File: src/rtl/wb_reg128_initiator_if.sv
// Pipelined Wishbone B4 bus bundle between the 128-bit register initiator and its slave.
interface wb_reg128_initiator_if #(
  parameter int ADDR_WIDTH = 32
);
  logic                  wb_cyc_o;
  logic                  wb_stb_o;
  logic [ADDR_WIDTH-1:0] wb_adr_o;
  logic [3:0]            wb_sel_o;
  logic                  wb_we_o;
  logic [31:0]           wb_dat_o;
  logic [31:0]           wb_dat_i;
  logic                  wb_ack_i;
  logic                  wb_err_i;
  logic                  wb_rty_i;
  logic                  wb_stall_i;

  modport master (
    output wb_cyc_o, wb_stb_o, wb_adr_o, wb_sel_o, wb_we_o, wb_dat_o,
    input  wb_dat_i, wb_ack_i, wb_err_i, wb_rty_i, wb_stall_i
  );

  modport slave (
    input  wb_cyc_o, wb_stb_o, wb_adr_o, wb_sel_o, wb_we_o, wb_dat_o,
    output wb_dat_i, wb_ack_i, wb_err_i, wb_rty_i, wb_stall_i
  );
endinterface

File: src/rtl/wb_reg128_initiator.sv
// Wishbone B4 pipelined initiator moving one 128-bit value as four 32-bit words, MSW first.
// Defining WB_TIMEOUT_EN adds a per-word ack timeout of TIMEOUT_CYCLES clock cycles.
module wb_reg128_initiator #(
  parameter int ADDR_WIDTH     = 32,
  parameter int TIMEOUT_CYCLES = 255
) (
  input  logic                  clk_i,
  input  logic                  rst_n_i,
  input  logic                  req_i,
  input  logic                  we_i,
  input  logic [ADDR_WIDTH-1:0] base_adr_i,
  input  logic [127:0]          wr_data_i,
  output logic [127:0]          rd_data_o,
  output logic                  busy_o,
  output logic                  done_o,
  output logic                  err_o,
  wb_reg128_initiator_if.master wb
);

  typedef enum logic [1:0] {IDLE, REQ, WAIT, DONE} state_t;

  state_t                state;
  logic [1:0]            k;
  logic                  we_q;
  logic [ADDR_WIDTH-1:0] base;
  logic [127:0]          wdata;
  logic [95:0]           rdata;
  logic                  listening;
  logic                  step;
  logic                  fail;
  logic                  finish;

`ifdef WB_TIMEOUT_EN
  localparam int TW = ($clog2(TIMEOUT_CYCLES + 1) > 8) ? $clog2(TIMEOUT_CYCLES + 1) : 8;
  logic [TW-1:0] tmo_cnt;
`endif

  function automatic logic [31:0] word_of(input logic [127:0] v, input logic [1:0] idx);
    case (idx)
      2'd0:    word_of = v[127:96];
      2'd1:    word_of = v[95:64];
      2'd2:    word_of = v[63:32];
      default: word_of = v[31:0];
    endcase
  endfunction

  // A termination counts in WAIT, or in REQ when the strobe is accepted on the same edge.
  assign listening = (state == WAIT) || ((state == REQ) && !wb.wb_stall_i);

  always_comb begin
    step = listening && wb.wb_ack_i && !(wb.wb_err_i || wb.wb_rty_i);
    fail = listening && (wb.wb_err_i || wb.wb_rty_i);
`ifdef WB_TIMEOUT_EN
    if (!step && (tmo_cnt == TW'(TIMEOUT_CYCLES - 1))) fail = 1'b1;
`endif
    finish = fail || (step && (k == 2'd3));
  end

  always_ff @(posedge clk_i or negedge rst_n_i) begin
    if (!rst_n_i) begin
      state       <= IDLE;
      k           <= '0;
      we_q        <= 1'b0;
      base        <= '0;
      wdata       <= '0;
      rdata       <= '0;
      rd_data_o   <= '0;
      busy_o      <= 1'b0;
      done_o      <= 1'b0;
      err_o       <= 1'b0;
      wb.wb_cyc_o <= 1'b0;
      wb.wb_stb_o <= 1'b0;
      wb.wb_adr_o <= '0;
      wb.wb_sel_o <= 4'h0;
      wb.wb_we_o  <= 1'b0;
      wb.wb_dat_o <= '0;
`ifdef WB_TIMEOUT_EN
      tmo_cnt     <= '0;
`endif
    end else begin
      done_o <= 1'b0;
      case (state)
        IDLE: begin
          if (req_i) begin
            we_q        <= we_i;
            base        <= base_adr_i & ~ADDR_WIDTH'(3);
            wdata       <= wr_data_i;
            k           <= '0;
            busy_o      <= 1'b1;
            wb.wb_cyc_o <= 1'b1;
            wb.wb_stb_o <= 1'b1;
            wb.wb_sel_o <= 4'hF;
            wb.wb_we_o  <= we_i;
            wb.wb_adr_o <= base_adr_i & ~ADDR_WIDTH'(3);
            wb.wb_dat_o <= wr_data_i[127:96];
            state       <= REQ;
`ifdef WB_TIMEOUT_EN
            tmo_cnt     <= '0;
`endif
          end
        end
        REQ, WAIT: begin
`ifdef WB_TIMEOUT_EN
          tmo_cnt <= tmo_cnt + 1'b1;
`endif
          if (finish) begin
            state       <= DONE;
            done_o      <= 1'b1;
            err_o       <= fail;
            wb.wb_cyc_o <= 1'b0;
            wb.wb_stb_o <= 1'b0;
            wb.wb_sel_o <= 4'h0;
            wb.wb_we_o  <= 1'b0;
            // The whole read value is published at once, and never after an abort.
            if (!fail && !we_q) rd_data_o <= {rdata, wb.wb_dat_i};
          end else if (step) begin
            if (!we_q) begin
              case (k)
                2'd0:    rdata[95:64] <= wb.wb_dat_i;
                2'd1:    rdata[63:32] <= wb.wb_dat_i;
                default: rdata[31:0]  <= wb.wb_dat_i;
              endcase
            end
            k           <= k + 2'd1;
            state       <= REQ;
            wb.wb_stb_o <= 1'b1;
            wb.wb_sel_o <= 4'hF;
            wb.wb_adr_o <= base + ADDR_WIDTH'({k + 2'd1, 2'b00});
            wb.wb_dat_o <= word_of(wdata, k + 2'd1);
`ifdef WB_TIMEOUT_EN
            tmo_cnt     <= '0;
`endif
          end else if ((state == REQ) && !wb.wb_stall_i) begin
            wb.wb_stb_o <= 1'b0;
            wb.wb_sel_o <= 4'h0;
            state       <= WAIT;
          end
        end
        DONE: begin
          state  <= IDLE;
          busy_o <= 1'b0;
          err_o  <= 1'b0;
        end
        default: state <= IDLE;
      endcase
    end
  end

endmodule

File: src/flat_wrapper.sv
// flat-port wrapper written by rule: the top's interface ports become plain ports
module wb_reg128_initiator_flat 
#(
  parameter int ADDR_WIDTH     = 32,
  parameter int TIMEOUT_CYCLES = 255
)
  (clk_i, rst_n_i, req_i, we_i, base_adr_i, wr_data_i, rd_data_o, busy_o, done_o, err_o, wb_wb_cyc_o, wb_wb_stb_o, wb_wb_adr_o, wb_wb_sel_o, wb_wb_we_o, wb_wb_dat_o, wb_wb_dat_i, wb_wb_ack_i, wb_wb_err_i, wb_wb_rty_i, wb_wb_stall_i);
  wb_reg128_initiator_if #(.ADDR_WIDTH(ADDR_WIDTH)) wb_i ();
  input  logic clk_i;
  input  logic rst_n_i;
  input  logic req_i;
  input  logic we_i;
  input  logic [ADDR_WIDTH-1:0] base_adr_i;
  input  logic [127:0] wr_data_i;
  output logic [127:0] rd_data_o;
  output logic busy_o;
  output logic done_o;
  output logic err_o;
  output wire logic [$bits(wb_i.wb_cyc_o)-1:0] wb_wb_cyc_o;
  output wire logic [$bits(wb_i.wb_stb_o)-1:0] wb_wb_stb_o;
  output wire logic [$bits(wb_i.wb_adr_o)-1:0] wb_wb_adr_o;
  output wire logic [$bits(wb_i.wb_sel_o)-1:0] wb_wb_sel_o;
  output wire logic [$bits(wb_i.wb_we_o)-1:0] wb_wb_we_o;
  output wire logic [$bits(wb_i.wb_dat_o)-1:0] wb_wb_dat_o;
  input wire logic [$bits(wb_i.wb_dat_i)-1:0] wb_wb_dat_i;
  input wire logic [$bits(wb_i.wb_ack_i)-1:0] wb_wb_ack_i;
  input wire logic [$bits(wb_i.wb_err_i)-1:0] wb_wb_err_i;
  input wire logic [$bits(wb_i.wb_rty_i)-1:0] wb_wb_rty_i;
  input wire logic [$bits(wb_i.wb_stall_i)-1:0] wb_wb_stall_i;
  assign wb_wb_cyc_o = wb_i.wb_cyc_o;
  assign wb_wb_stb_o = wb_i.wb_stb_o;
  assign wb_wb_adr_o = wb_i.wb_adr_o;
  assign wb_wb_sel_o = wb_i.wb_sel_o;
  assign wb_wb_we_o = wb_i.wb_we_o;
  assign wb_wb_dat_o = wb_i.wb_dat_o;
  assign wb_i.wb_dat_i = wb_wb_dat_i;
  assign wb_i.wb_ack_i = wb_wb_ack_i;
  assign wb_i.wb_err_i = wb_wb_err_i;
  assign wb_i.wb_rty_i = wb_wb_rty_i;
  assign wb_i.wb_stall_i = wb_wb_stall_i;
  wb_reg128_initiator #(.ADDR_WIDTH(ADDR_WIDTH), .TIMEOUT_CYCLES(TIMEOUT_CYCLES)) u_core (.clk_i(clk_i), .rst_n_i(rst_n_i), .req_i(req_i), .we_i(we_i), .base_adr_i(base_adr_i), .wr_data_i(wr_data_i), .rd_data_o(rd_data_o), .busy_o(busy_o), .done_o(done_o), .err_o(err_o), .wb(wb_i));
endmodule
File: config.mk
export PLATFORM = sky130hd
export DESIGN_NAME = wb_reg128_initiator_flat
export DESIGN_NICKNAME = d
export VERILOG_FILES = /design/src/rtl/wb_reg128_initiator_if.sv /design/src/rtl/wb_reg128_initiator.sv /design/src/flat_wrapper.sv
export SDC_FILE = /design/constraint.sdc
export NUM_CORES = 1
export LEC_CHECK = 0
export ABC_AREA = 1
export CAP_MARGIN = 15
export CELL_PAD_IN_SITES_DETAIL_PLACEMENT = 0
export CELL_PAD_IN_SITES_GLOBAL_PLACEMENT = 1
export CORE_ASPECT_RATIO = 1.5
export CORE_MARGIN = 2
export CORE_UTILIZATION = 34
export DETAILED_ROUTE_END_ITERATION = 8
export GPL_TIMING_DRIVEN = 0
export PLACE_DENSITY_LB_ADDON = 0.1
export SETUP_SLACK_MARGIN = 0.1
export SLEW_MARGIN = 20
export SYNTH_ARGS = -nofsm -noshare
export SYNTH_HDL_FRONTEND = slang
export SYNTH_SLANG_ARGS = --single-unit
File: constraint.sdc
create_clock -name clk_i -period 2.21 [get_ports clk_i]
set_input_delay 0.221 -clock clk_i [delete_from_list [all_inputs] [get_ports clk_i]]
set_output_delay 0.221 -clock clk_i [all_outputs]
set_load 0.02 [all_outputs]
==> flow_summary.yaml <==
synth:
  yosysWarnings: 0
  muxShareOfSynthArea_pct: 0
  synth_commonest_cells: "nand2_1, dfrtp_1, o21ai_0"
  syn-cell-area_sq_um: 19500
  synth_xor_area_share_pct: 0.0897
  synth.avg_cell_area_sq_um: 8.28
  ys_ff_latch: 455
  yosys-top-cells-area: "dfrtp_1, nand2_1, o21ai_0"
  synthArstFlopShare_pct: 100
  synth_fa_ha_area_share_pct: 0.999
  yosysUniqueCellTypes: 28
  yosysSeqAreaShare_pct: 58.3
  yosys_most_used_dff: "dfrtp_1"
  yosysTopAreaCellShare_pct: 58.3
  synth_top_family_by_area: "simple AND/OR/NAND/NOR gates"
  synth_compound_area_share_pct: 8.55
  synth-edff-count: 0
  synth_cells: 2361
  yosys.area_share.simple_pct: 26.4
  yosysMostFrequentCell: "nand2_1"
  yosysTopAreaCell: "dfrtp_1"
timing:
  drv_slew: 0
  final-hold-violation-count: 0
  fin_setup_tns_ns: 0
  tightest_slew_ns: 0.658
  fmax_ghz: 0.488
  max_slew_margin_pct: 56.1
  rsz0062_at_grt: "yes"
  period_share_pct: 92.7
  min_period_ns: 2.05
  clock_skew_ns: 0.0139
  setup_viol: 0
  fin_ws_ns: 0.162
cts:
  numCtsBuffers: 47
  tritoncts: "done"
  insertion_delay_ns: 0.58
  clockBufferDepth: 3
  clk_pin_slew_worst_paths_ns: 0.06
  clkSinkCount: 455
  htree_levels: 2
  root_buffer: "clkbuf_16"
layout:
  syn_to_final_growth_pct: 37.4
  stdcell_area_sq_um: 26800
  final_cell_count_no_fill: 3630
  drive_gt1_share_pct: 9.04
  nNetsFinal: 3045
  num-fill-cells: 5732
critical_path:
  crit_path_cell_trace: "inv_1 > ha_1 > nand2_1 > nand2_2 > nand2_2 > o21ai_4 > buf_12 > nor2_4 > buf_12 > nand2_8 > clkbuf_4 > o21ai_0"
  cp-end-kind: "flip-flop"
  timing.critical_path.buf_inv: 4
  slowest_delay_ns: 0.40
  path_delay_family: "buffers and inverters"
  critPathSlowestCell: "dfrtp_1"
  cp_max_fo: 10
  path_class: "flip-flop to flip-flop"
  crit_arrival_ns: 2.51
  required_ns: 2.67
  startpoint_type: "flip-flop"
detailed_routing:
  first_pass_iters: 5
  via_count: 17426
  drc_errors: 0
  drtIter0Drc: 1048
  wl_per_cell_um: 19.1
  ant_nets: 0
  avgViaCountPerCell: 4.80
  totalWireLength_mm: 69.2
placement:
  place_ws_ns: -0.508
  dpl_cell_area_sq_um: 24600
  dp_cells: 3527
  gp_congestion: 0.867
  io_buffers: 397
  dp_hpwl_mm: 53.1
pwr:
  max-vdd-ir-drop_uv: 777
  swShare_pct: 41.5
  power-per-cell-area_nw_per_um2: 1470
  power.internal_mw: 23.0
  switchingPower_mw: 16.3
  combPwrFrac_pct: 44.4
  power_frac_clock_pct: 21.1
  seqPwrFrac_pct: 34.5
  p_leak_nw: 13.1
global_routing:
  grt_max_degree: 96
  grt_pass1_wl_mm: 106
  antenna_found_initial: 8
  use_met1_pct: 27.3
  overflow: 0
  use_met2_pct: 42.5
  track_usage_pct: 23.4
  grtUsageMet3_pct: 4.75
  grt_pass1_vias: 17780
  busiest_layer: "met2"
floorplan:
  fp.coreArea_sq_um: 56800
  dieArea_sq_um: 59400
  pin_count: 402
  initial_core_util_pct: 34.4
  die_y_um: 298
  fp.dieW_um: 200
  rows: 107
job:
  drv_cap: 0
outcome:
  status: "finished clean"
min_path:
  worstHoldPathType: "input pin to asynchronous set/reset pin"
cells in the final DEF, fill, tap and decap left out, drive strengths merged:
cell type / n
a21oi: 53
a22oi: 20
buf: 89
bufinv: 3
clkbuf: 141
clkdlybuf4s50: 396
clkinv: 6
clkinvlp: 4
conb: 2
dfrtp: 455
diode: 3
dlygate4sd3: 1
fa: 1
ha: 14
inv: 127
nand2: 1025
nand3: 178
nand3b: 1
nand4: 5
nor2: 94
o21ai: 232
o22ai: 12
o31ai: 1
or2: 2
xnor2: 1
xor2: 1
cells by family (layout without fill, tap and decap cells):
family / count (synthesis) / in the layout
compound gates: 318 / 318
xor+xnor: 2 / 2
fa+ha+maj: 15 / 15
buf+inv: 265 / 767
flops: 455 / 455
other cells: 1 / 5
simple gates: 1305 / 1305
power by group through the flow:
stage | Combinational, mW | Clock, mW | Sequential (mW)
CTS | 17.4 | 8.53 | 13.6
detailed placement | 16.8 | 0 | 13.7
global route | 19.5 | 8.87 | 14.0
finish | 17.5 | 8.30 | 13.6
floorplan | 8.32 | 0 | 14.6
global placement | 16.6 | 0 | 13.7
final cells by class:
type | instances | area, sq um | share of cell area [%]
clock buffer | 68 | 1440 | 5.35
tap | 763 | 955 | 3.56
buffer | 140 | 877 | 3.27
inverter | 125 | 474 | 1.77
timing repair buffer | 419 | 4280 | 15.9
multi-input combinational | 1642 | 7240 | 27.0
sequential | 455 | 11400 | 42.4
clock inverter | 15 | 179 | 0.667
antenna | 3 | 7.51 | 0.0280
per-layer routing:
| layer | up-vias | wire length [um] |
|---|---|---|
| met3 | 112 | 4060 |
| met4 | 12 | 2210 |
| met1 | 8387 | 27000 |
| met2 | 491 | 35800 |
| li1 | 8424 | - |
| met5 | - | 86 |
flip-flops by register name, summed over array words and instances (netlist names):
name,flops
u_core.rdata,96
u_core.wb.wb_we_o,1
u_core.rd_data_o,128
u_core.we_q,1
u_core.wb.wb_cyc_o,1
u_core.wb.wb_sel_o,1
u_core.err_o,1
u_core.k,2
u_core.done_o,1
u_core.wdata,128
u_core.wb.wb_adr_o,30
u_core.wb.wb_dat_o,32
u_core.state,2
u_core.base,30
u_core.busy_o,1
timing repair:
item | 4_1_cts | 5_1_grt
endpoints found under the setup margin | 432 | 425
pin swaps | 4 | 8
setup buffers | 9 | 7
endpoints found under the hold margin | 83 | 0
hold buffers | 1 | 0
gates resized for setup | 80 | 134
per-stage QoR:
step                hold WS [ns]  power, mW  utilization, %
floorplan                -0.0746       22.9               -
global placement           0.456       30.3            43.1
detailed placement         0.281       30.5            43.4
CTS                        0.133       39.5            46.7
global route               0.160       42.3            47.3
finish                     0.166       39.4            47.3
path summary, 6_finish.rpt:
path,startpoint,end,slack [ns],cells after the start
setup / recovery,u_core.state[1],u_core.rdata[84],0.16,12
hold / removal,rst_n_i,u_core.rd_data_o[126],0.17,2
setup reg to reg,u_core.state[1],u_core.rdata[84],0.16,12
hold reg to reg,u_core.rd_data_o[122],u_core.rd_data_o[122],0.47,2
max in group asynchronous,rst_n_i,u_core.wdata[42],0.42,5
min in group clk_i,wr_data_i[28],u_core.wdata[28],0.17,3
Note: power is estimated with default switching activity, not from simulation.
